--- src/rtl/tile_spawner.sv ---
// Captures the post-move board and drops one 2/4 tile into a pseudo-random empty cell.
// Also builds the opening board: clear, then two spawns.
//
// state    | meaning
// S_IDLE   | waiting for start / new_game
// S_LOAD   | compare captured board with held board, load it if it differs
// S_COUNT  | 16-cycle scan counting empty cells, then draw k and tile value
// S_REDUCE | fold k into 0..empty_cnt-1, one subtraction per cycle
// S_WRITE  | scan to the k-th empty cell and write the tile there
// S_DONE   | one-cycle done pulse, refresh full flag
module tile_spawner #(
    parameter logic [15:0] SEED        = 16'hACE1,
    parameter bit          SKIP_NOMOVE = 1'b1
) (
    input  logic         clk,
    input  logic         rst,
    input  logic         start,
    input  logic         new_game,
    input  logic [191:0] board_in,
    output logic [191:0] board,
    output logic         busy,
    output logic         done,
    output logic         spawned,
    output logic         full
);

    typedef enum logic [2:0] {
        S_IDLE,
        S_LOAD,
        S_COUNT,
        S_REDUCE,
        S_WRITE,
        S_DONE
    } state_t;

    state_t         state_q, state_d;
    logic [191:0]   board_q, board_d;
    logic [191:0]   tmp_q, tmp_d;
    logic [15:0]    lfsr_q, lfsr_d;
    logic [3:0]     idx_q, idx_d;
    logic [4:0]     empty_q, empty_d;
    logic [3:0]     seen_q, seen_d;
    logic [3:0]     k_q, k_d;
    logic           four_q, four_d;
    logic [1:0]     spawn_left_q, spawn_left_d;
    logic           hit_q, hit_d;
    logic           busy_q, busy_d;
    logic           spawned_q, spawned_d;
    logic           full_q, full_d;

    logic [15:0]    zero_vec;
    logic [4:0]     empty_next;
    logic [11:0]    tile_val;

    always_comb begin
        for (int i = 0; i < 16; i++) begin
            zero_vec[i] = (board_q[12*i +: 12] == 12'd0);
        end
    end

    assign empty_next = empty_q + {4'b0000, zero_vec[idx_q]};
    assign tile_val   = four_q ? 12'd4 : 12'd2;

    always_comb begin
        state_d      = state_q;
        board_d      = board_q;
        tmp_d        = tmp_q;
        lfsr_d       = {lfsr_q[14:0], lfsr_q[15] ^ lfsr_q[13] ^ lfsr_q[12] ^ lfsr_q[10]};
        idx_d        = idx_q;
        empty_d      = empty_q;
        seen_d       = seen_q;
        k_d          = k_q;
        four_d       = four_q;
        spawn_left_d = spawn_left_q;
        hit_d        = hit_q;
        busy_d       = busy_q;
        spawned_d    = spawned_q;
        full_d       = full_q;

        case (state_q)
            S_IDLE: begin
                if (new_game) begin
                    board_d      = '0;
                    spawn_left_d = 2'd2;
                    hit_d        = 1'b0;
                    idx_d        = 4'd0;
                    empty_d      = 5'd0;
                    busy_d       = 1'b1;
                    state_d      = S_COUNT;
                end else if (start) begin
                    tmp_d   = board_in;
                    hit_d   = 1'b0;
                    busy_d  = 1'b1;
                    state_d = S_LOAD;
                end
            end
            S_LOAD: begin
                if (SKIP_NOMOVE && (tmp_q == board_q)) begin
                    spawned_d = 1'b0;
                    state_d   = S_DONE;
                end else begin
                    board_d      = tmp_q;
                    spawn_left_d = 2'd1;
                    idx_d        = 4'd0;
                    empty_d      = 5'd0;
                    state_d      = S_COUNT;
                end
            end
            S_COUNT: begin
                empty_d = empty_next;
                idx_d   = idx_q + 4'd1;
                if (idx_q == 4'd15) begin
                    if (empty_next == 5'd0) begin
                        spawned_d = hit_q;
                        state_d   = S_DONE;
                    end else begin
                        k_d    = lfsr_q[3:0];
                        four_d = (lfsr_q[11:8] == 4'd0);
                        idx_d  = 4'd0;
                        seen_d = 4'd0;
                        // skip REDUCE entirely when the draw already lands in range
                        state_d = ({1'b0, lfsr_q[3:0]} < empty_next) ? S_WRITE : S_REDUCE;
                    end
                end
            end
            S_REDUCE: begin
                // k >= empty_cnt implies empty_cnt <= 15, so its low nibble is exact
                if ({1'b0, k_q} >= empty_q) begin
                    k_d = k_q - empty_q[3:0];
                end else begin
                    idx_d   = 4'd0;
                    seen_d  = 4'd0;
                    state_d = S_WRITE;
                end
            end
            S_WRITE: begin
                idx_d = idx_q + 4'd1;
                if (zero_vec[idx_q]) begin
                    if (seen_q == k_q) begin
                        for (int i = 0; i < 16; i++) begin
                            if (idx_q == 4'(i)) begin
                                board_d[12*i +: 12] = tile_val;
                            end
                        end
                        hit_d        = 1'b1;
                        spawn_left_d = spawn_left_q - 2'd1;
                        if (spawn_left_q == 2'd1) begin
                            spawned_d = 1'b1;
                            state_d   = S_DONE;
                        end else begin
                            idx_d   = 4'd0;
                            empty_d = 5'd0;
                            state_d = S_COUNT;
                        end
                    end else begin
                        seen_d = seen_q + 4'd1;
                    end
                end
            end
            S_DONE: begin
                full_d  = ~|zero_vec;
                busy_d  = 1'b0;
                state_d = S_IDLE;
            end
            default: state_d = S_IDLE;
        endcase
    end

    always_ff @(posedge clk or negedge rst) begin
        if (!rst) begin
            state_q      <= S_IDLE;
            board_q      <= '0;
            tmp_q        <= '0;
            lfsr_q       <= SEED;
            idx_q        <= 4'd0;
            empty_q      <= 5'd0;
            seen_q       <= 4'd0;
            k_q          <= 4'd0;
            four_q       <= 1'b0;
            spawn_left_q <= 2'd0;
            hit_q        <= 1'b0;
            busy_q       <= 1'b0;
            spawned_q    <= 1'b0;
            full_q       <= 1'b0;
        end else begin
            state_q      <= state_d;
            board_q      <= board_d;
            tmp_q        <= tmp_d;
            lfsr_q       <= lfsr_d;
            idx_q        <= idx_d;
            empty_q      <= empty_d;
            seen_q       <= seen_d;
            k_q          <= k_d;
            four_q       <= four_d;
            spawn_left_q <= spawn_left_d;
            hit_q        <= hit_d;
            busy_q       <= busy_d;
            spawned_q    <= spawned_d;
            full_q       <= full_d;
        end
    end

    assign board   = board_q;
    assign busy    = busy_q;
    assign done    = (state_q == S_DONE);
    assign spawned = spawned_q;
    assign full    = full_q;

endmodule

--- config.mk ---
export PLATFORM = sky130hd
export DESIGN_NAME = tile_spawner
export DESIGN_NICKNAME = d
export VERILOG_FILES = /design/src/rtl/tile_spawner.sv
export SDC_FILE = /design/constraint.sdc
export NUM_CORES = 1
export LEC_CHECK = 0
export CORE_ASPECT_RATIO = 0.6
export CORE_MARGIN = 2
export CORE_UTILIZATION = 45
export CTS_BUF_LIST = sky130_fd_sc_hd__clkbuf_4
export DETAILED_ROUTE_END_ITERATION = 7
export PLACE_DENSITY_LB_ADDON = 0.3
export RECOVER_POWER = 100
export SLEW_MARGIN = 20
export SYNTH_ARGS = -nofsm -noshare
export SYNTH_HDL_FRONTEND = slang
export SYNTH_SLANG_ARGS = --single-unit
--- constraint.sdc ---
create_clock -name clk -period 3.6 [get_ports clk]
set_input_delay 0.36 -clock clk [delete_from_list [all_inputs] [get_ports clk]]
set_output_delay 0.36 -clock clk [all_outputs]
set_load 0.01 [all_outputs]
-- Word-level counts from Yosys, hierarchy flattened
Index checks and enable logic that the tools add are counted.
- bits of input ports: 196
- register bits: 427
- logic and storage cells: 231
- output and inout bits: 196
- equal/unequal tests: 53
- magnitude comparators: 3
- bitwise logic cells: 5
- add/sub/neg operators: 5
- reductions and logical operators: 57
- multiplexer cells: 79
- operator list (kind ; count):
    2-to-1 mux 192 bit ; 4
    case mux 192 bit (3 select lines) ; 1
    equality test 192 bit ; 1
    logical NOT 12 bit ; 16
    2-to-1 mux 12 bit ; 16
    AND reduction 6 bit ; 18
    2-to-1 mux 4 bit ; 15
    != test 2 bit, second input constant ; 29
    2-to-1 mux 3 bit ; 11
    equality test 4 bit, second input constant ; 8
    2-to-1 mux 5 bit ; 5
    case mux 4 bit (5 select lines) ; 1
    case mux 5 bit (4 select lines) ; 1
    equality test 4 x 3 -> 1 bit, second input constant ; 4
    OR reduction 16 bit ; 1
    case mux 3 bit (5 select lines) ; 1
    2-to-1 mux 1 bit ; 13
    case mux 4 bit (3 select lines) ; 1
    AND reduction 4 bit ; 3
    AND reduction 5 bit ; 2
    nonzero test 3 bit ; 3
    adder 4 x 1 -> 4 bit, second input constant ; 2
    equality test 4 x 2 -> 1 bit, second input constant ; 2
    logical NOT 4 bit ; 2
    other kinds (30) ; 42

-- Longest topological paths before layout
Gate-level depths: netlist (run 1).
- word-level depth: 9
- depth in mapped cells: 18
- mapped depth without buffers: 16

-- Least setup slack after synthesis (run 1)
Ideal clock, no wire load.
- kind: reg2reg
- start point: reg board_q[51] (netlist: board[51])
- end point: reg seen_q[0]
- arrival: 3.668 ns
- setup time: 0.125 ns
- path slack: -0.193 ns
- data required time: 3.475 ns
- buffers on the path: 0
- cell stages (with the launch flop): 16
- period minus slack after synthesis: 3.793 ns
- path through: dfrtp_1 nor4_1 nand3_1 a2111oi_2 nand3_2 nor3_1 ha_1 ha_1 nand3_1 xnor2_1 nor4b_1 and2_0 o21ai_0 nand3_1 or2_2 mux2_2
- cells in the longest elaborated chain, start to end: 7
- elaborated cells between the ends (all ways): 8
- classes of those cells: 1 x add/sub; 2 x eq/ne; 2 x mux; 3 x reduce/logical
- RTL lines (item ; RTL line ; text):
    from (decl) ; 37 ; logic [191:0] board_q, board_d;
    from (signal assigned) ; 187 ; board_q <= board_d;
    logical NOT 12 bit * ; 57 ; zero_vec[i] = (board_q[12*i +: 12] == 12'd0);
    binary-select mux 1 bit (select 4 bit) * ; 61, 138 ;
    2-to-1 mux 1 bit (implied by the code) * ; 61, 138 ;
    adder 5 x 1 -> 5 bit ; 61 ; assign empty_next = empty_q + {4'b0000, zero_vec[idx_q]};
    logical NOT 5 bit ; 113 ; if (empty_next == 5'd0) begin
    != test 2 bit (no source line) ; -- ;
    AND reduction 6 bit (no source line) * ; -- ;
    to (signal assigned) ; 192 ; seen_q <= seen_d;
    to (decl) ; 42 ; logic [3:0] seen_q, seen_d;
Mark *: on every way between the ends. The rest lies on a longest branch, timed or not. The select of a mux whose other input is x is not followed.
A chain may end at the register's enable or synchronous reset.

-- Worst setup path in the final report (run 1)
- start point: reg board_q[119] (netlist: board[119])
- end point: reg board_q[65] (netlist: board[65])
- cells in the longest elaborated chain, start to end: 5
- elaborated cells between the ends (all ways): 7
- classes of those cells: 3 x eq/ne; 2 x mux; 2 x reduce/logical
- RTL lines (item ; RTL line ; text):
    logical NOT 12 bit ; 57 ;
    binary-select mux 1 bit (select 4 bit) ; 138 ; if (zero_vec[idx_q]) begin
    2-to-1 mux 1 bit (implied by the code) ; 138 ;
    != test 2 bit (no source line) ; -- ;
    AND reduction 6 bit (no source line) * ; -- ;
Marked as above.

==> run metrics, run 1 <==
status finished with violations; failing checks capacitance limit, slew limit, setup timing; global placer's final weighted congestion 1.05; commonest non-fill, non-tap cell in the layout dfrtp_1; R2R Setup Slk -0.24 ns; most frequent cells in the layout dfrtp_1, buf_4, nand2_1; Worst setup SP type flip-flop; P_leak 13.9 nW; CTS Buffer Depth 3; Final Cell Area 30300 sq um; fraction of layout cells with a size suffix above 1 0.293; Worst VDD drop about 0.00040 V; Yosys warning total 0; ys flop type dfrtp_1; first drt pass iteration count 7; DP HPWL ~69000 um; Final Hold Viols 0; Clk Latency, worst-skew pair around 0.86 ns; DR iter-0 viols between 2k and 3k; CP Class flip-flop to flip-flop; Worst Tran Pin Value around 2.5 ns; Crit path arrival time 4.53 ns; Syn Inst Count a little under 2k; wire length per cell between 20 and 30 um; # clock sinks 427; area growth from synthesis to layout 42.2%; die height roughly 170 um; pre-CTS setup slack -0.568 ns; hold slack 0.111 ns; Post-synth EDFFs 0; Rel. slew slack -0.684; setup repair after global routing missed its margin yes; largest net degree at the start of global routing about 200; Final Setup Violations roughly 200; Seq/Total Area, Yosys 0.503; CTS root buffer clkbuf_4; cell accounting for the most synthesized area dfrtp_1; worst-path fanout max 14; Avg Inst Size Synth around 11 sq um; Hold Path Class input pin to flip-flop; die width approximately 280 um; Fillers around 3.6k; fin worst setup slack -0.241 ns; Max Freq about 260 MHz; CP Cell Sequence buf_4 -> xor2_1 -> nor4_1 -> buf_4 -> nand4_1 -> nor4_1 -> buf_4 -> nand3_1 -> buf_4 -> nor4b_4 -> clkbuf_4 -> buf_4 -> buf_12 -> or3_4 -> o21ai_1; Core Box Area 46500 sq um; max-cap check violation count 2; DRC 0; first-pass GRT wire length between 100000 and 150000 um; synth top area cells dfrtp_1, mux2_2, o31ai_1; CTS tree done; total die area 49100 sq um; Yosys reg bits roughly 430; Overall Global Routing Usage 0.364; CTS Buf Count 104; DRT Wirelength roughly 92000 um; crit-path most repeated cell buf_4; routed vias/inst between 5 and 6; Vias about 21k; initial core utilization 0.458; setup_tns -25.68 ns; max incr delay on CP slightly above 0.5 ns; std cell rows roughly 60; post-synthesis cell area 21300 sq um; io pins about 390; initial antenna violation count 6; # port buffers 391; post-synthesis cell type count 65; crit path time final 3.84 ns; critical path's slowest cell clkbuf_4; Cell Area, Placed approximately 28000 sq um; grt ovf 0; async set or reset register ratio after synthesis 1.00; final period utilization 1.07; H-tree levels 3; Worst Skew between 0.07 and 0.08 ns; Slew Limit Fails 119; crit path capture type flip-flop; # nets final 2949; Mapped Nets 2195; Critical Path RT approximately 4.3 ns; PwrDens approximately 930 nW/um^2; post-synth top area share 0.493; post-route ant nets 0; vias in the first global route between 15k and 20k; clk slew on worst S/H paths 0.07 ns
==> cell usage after synthesis, drive strengths merged, types with 2 or more instances <==
master	count
a2111oi	5
a21o	2
a21oi	66
a221oi	3
a22o	4
a22oi	32
a311oi	9
a31oi	19
and2	3
and3	2
and4	2
buf	51
clkbuf	76
dfrtp	419
dfstp	8
ha	15
inv	64
mux2	195
mux2i	8
nand2	200
nand2b	9
nand3	22
nand3b	3
nand4	38
nor2	31
nor2b	18
nor3	7
nor4	82
nor4b	3
o2111ai	2
o21a	2
o21ai	190
o21bai	2
o22ai	11
o311ai	2
o31ai	154
or2	5
or3	21
or4	3
xnor2	92
xor2	95
==> per-stage QoR <==
step	std cells	total power [mW]	util
after floorplan	1983	14.8	-
after global placement	3249	22.8	0.613
after detailed placement	3249	23.1	0.613
after CTS	3431	27.6	0.648
after global routing	3443	29.1	0.651
final	3444	28.1	0.651
==> what timing repair did <==
| item | CTS | global route |
|---|---|---|
| buffers inserted | 2 | 10 |
| endpoints found under the hold margin | 76 | 0 |
| pin swaps | 22 | 22 |
| cloned | 0 | 1 |
| hold buffers | 1 | 0 |
| endpoints found under the setup margin | 15 | 74 |
| gates resized for setup | 52 | 25 |
==> worst max-delay path: cells and delay by family (launching register included) <==
kind | cells | cell delay [ns]
AND/OR/NAND/NOR | 6 | 1.33
XOR/XNOR | 1 | 0.32
buffers and inverters | 7 | 1.52
AO/OA/AOI/OAI | 1 | 0.10
flip-flops | 1 | 0.39
==> path summary, 6_finish.rpt <==
kind,from,endpoint,depth (start not counted)
max in group asynchronous,rst,tmp_q[91],3
min,board_in[78],tmp_q[78],2
max,board[119],board[65],15
min reg2reg,lfsr_q[7],lfsr_q[8],0
max reg2reg,board[119],board[65],15
min in group asynchronous,rst,tmp_q[177],2
==> cells by family (layout without fill, tap and decap cells) <==
family	after synthesis	in the layout	synth area share
AO/OA/AOI/OAI	509	509	0.153
other	0	2	0
multiplexers	203	203	0.107
AND/OR/NAND/NOR	449	449	0.109
XOR/XNOR	187	187	0.0770
flip-flops	427	427	0.503
buffers and inverters	192	1021	0.0410
adder cells (fa/ha/maj)	16	16	0.00976
==> metal layers <==
layer  global-route usage  share of wire  routed length (um)  vias up
li1                     -              -                   -     8764
met4                0.120          0.032                2980        4
met3                0.118           0.12               11100      191
met2                0.513           0.42               38100     1288
met5                    0        0.00024                  22        -
met1                0.526           0.43               39400    10400
==> final cells by class <==
| cell class | count | area, sq um | share of cell area |
|---|---|---|---|
| diodes | 2 | 5.00 | 0.000165 |
| multi-input cells | 1364 | 10200 | 0.338 |
| flip-flops and latches | 427 | 10700 | 0.354 |
| well taps | 630 | 788 | 0.0261 |
| inverters | 65 | 244 | 0.00806 |
| repair buffers | 775 | 7050 | 0.233 |
| clock buffers | 140 | 1050 | 0.0347 |
| clock inverters | 41 | 205 | 0.00678 |
==> power by group <==
group | internal, mW | switching [mW]
clock network | 1.88 | 2.11
registers | 6.65 | 1.88
logic | 6.82 | 8.75
total | 15.3 | 12.7
==> state kept, by name (all words and copies together), names as in the netlist, 2 cells and up <==
name,flops
board,192
empty_q,5
idx_q,4
k_q,4
lfsr_q,16
seen_q,4
spawn_left_q,2
state_q,3
tmp_q,192
Note: power is estimated with default switching activity, not from simulation.
==> run 2: changes to the inputs <==
SLEW_MARGIN = default   (was 20)
clock period = 3.9 ns   (was 3.6 ns; I/O delays follow)
==> run metrics, run 2 (synthesis results as in run 1) <==
P_leak 13.3 nW (-4.0%); PwrDens 867 nW/um^2 (-6.5%); clk slew on worst S/H paths 0.07 ns (about the same); initial antenna violation count 3 (-3); reg2reg start board[144]; area growth from synthesis to layout 37.3%; # clock sinks 427 (unchanged); grt ovf 0 (unchanged); # port buffers 391 (unchanged); Cell Area, Placed 27700 sq um (-2.8%); global placer's final weighted congestion 1.04 (-0.90%); io pins 392 (unchanged); Clk Latency, worst-skew pair 0.84 ns (-0.02 ns); Worst Skew 0.0473 ns (-0.0277 ns); Worst Hold Depth 2 (unchanged); die height 172 um (unchanged); Final Cell Area 29200 sq um (-3.4%); first drt pass iteration count 6 (-1); status finished with violations; Overall Global Routing Usage 0.359 (-0.00548); final period utilization 0.975 (-0.0914); CP Class flip-flop to flip-flop; DRC 0 (unchanged); H-tree levels 3 (unchanged); total die area 49100 sq um (unchanged); wire length per cell 26.8 um (+0.55%); crit path capture type flip-flop; Rel. slew slack -0.612 (+0.0714); max incr delay on CP 0.59 ns (+0.08 ns); initial core utilization 0.458 (unchanged); setup_tns 0 ns (+25.68 ns); CTS Buffer Depth 3 (unchanged); die width 285 um (unchanged); DR iter-0 viols 2597 (-4.2%); post-route ant nets 0 (unchanged); first-pass GRT wire length 128000 um (-2.4%); r2r endpoint board[69]; DRT Wirelength 89900 um (-2.0%); commonest non-fill, non-tap cell in the layout dfrtp_1; CTS root buffer clkbuf_4; Slew Limit Fails 125 (+5.0%); Core Box Area 46500 sq um (unchanged); Worst Tran Pin Value 2.42 ns (-0.107 ns); Final Setup Violations 0 (-100%); # nets final 2856 (-3.2%); largest net degree at the start of global routing 195 (unchanged); worst-path fanout max 21 (+7); Worst Hold End tmp_q[74]; DP HPWL 67900 um (-2.2%); Hold Path Class input pin to flip-flop; CTS tree done; fin worst setup slack 0.0959 ns (+0.337 ns); Crit path arrival time 4.53 ns (about the same); Critical Path RT 4.63 ns (+0.34 ns); fraction of layout cells with a size suffix above 1 0.257 (-0.0352); crit path time final 3.80 ns (-0.0366 ns); Max Freq 263 MHz (+0.96%); Worst VDD drop 0.000350 V (-12%); std cell rows 61 (unchanged); failing checks capacitance limit, slew limit; pre-CTS setup slack -0.343 ns (+0.224 ns); routed vias/inst 5.96 (-0.60%); most frequent cells in the layout dfrtp_1, buf_4, nand2_1; vias in the first global route 19.4k (-2.8%); max-cap check violation count 2 (unchanged); FF-to-FF path depth 13 (-2); HP Start board_in[74]; Final Hold Viols 0 (unchanged); Vias 20.0k (-3.1%); setup repair after global routing missed its margin no; critical path's slowest cell nor4_1; Worst setup SP type flip-flop; CP Cell Sequence buf_4 -> xor2_1 -> nor4_1 -> nand4_1 -> nor4_1 -> buf_4 -> nand3_1 -> nor4b_4 -> clkbuf_1 -> buf_12 -> clkbuf_2 -> o31ai_1 -> o21ai_0; CTS Buf Count 104 (unchanged); R2R Setup Slk 0.1 ns (+0.34 ns); Final Core Density 0.628 (-0.0224)
run 2: cell count changes in the layout (fill, tap and decap cells not counted), sizes merged:
cell / delta
inv: -4
clkinv: +8
diode: +2
clkinvlp: -2
bufinv: +5
buf: -114
clkbuf: +18
run 2: critical path: cells and delay by family, from the launching register on:
| family | cells | cell delay (ns) |
|---|---|---|
| AO/OA/AOI/OAI | 2 | 0.27 |
| buffers and inverters | 5 | 1.16 |
| XOR/XNOR | 1 | 0.27 |
| AND/OR/NAND/NOR | 5 | 1.60 |
| flip-flops | 1 | 0.39 |
run 2: final cells by class:
cell class / count / area [sq um]
antenna: 4 / 10.0
clock inverter: 48 / 368
clock buffer: 137 / 1030
sequential: 427 / 10700
fill: 3742 / 17300
tap: 630 / 788
timing repair buffer: 682 / 6110
inverter: 65 / 244
multi-input combinational: 1364 / 9960
run 2: through the flow:
step           total power [mW]  hold slack (ns)  instances
2_1_floorplan              13.7           0.0944       1983
3_3_place_gp               20.6            0.336       3163
3_5_place_dp               20.8            0.338       3163
4_1_cts                    25.1            0.105       3351
5_1_grt                    26.3            0.114       3355
6_report                   25.3            0.160       3357
run 2: how the worst max path moves through the flow:
stage | from | end | depth (start not counted)
3_3_place_gp | board[43] | k_q[0] | 17
5_1_grt | board[115] | k_q[2] | 17
2_1_floorplan | board[51] | seen_q[0] | 15
3_5_place_dp | board[139] | seen_q[0] | 18
6_report | board[144] | board[69] | 13
4_1_cts | idx_q[2] | state_q[0] | 18
run 2: metal layers:
layer | vias to the layer above | share of wire | GRT usage
li1 | 8595 | - | -
met1 | 10000 | 0.42 | 0.503
met2 | 1202 | 0.41 | 0.494
met3 | 163 | 0.14 | 0.152
met4 | 4 | 0.030 | 0.112
met5 | - | 0.0029 | 0.0390
run 2: timing repair:
| action | CTS | global route |
|---|---|---|
| hold buffers | 1 | 0 |
| pin swaps | 3 | 15 |
| resized for setup | 23 | 31 |
| hold endpoints to repair | 86 | 0 |
| setup endpoints to repair | 14 | 15 |
| setup buffers | 2 | 4 |
run 2: where the power goes:
group	internal (mW)	leakage, nW	total (mW)	switching, mW
Combinational	5.65	7.06	13.3	7.65
Sequential	6.14	5.44	8.01	1.87
Clock	2.05	0.810	4.03	1.98
Total	13.8	13.3	25.3	11.5
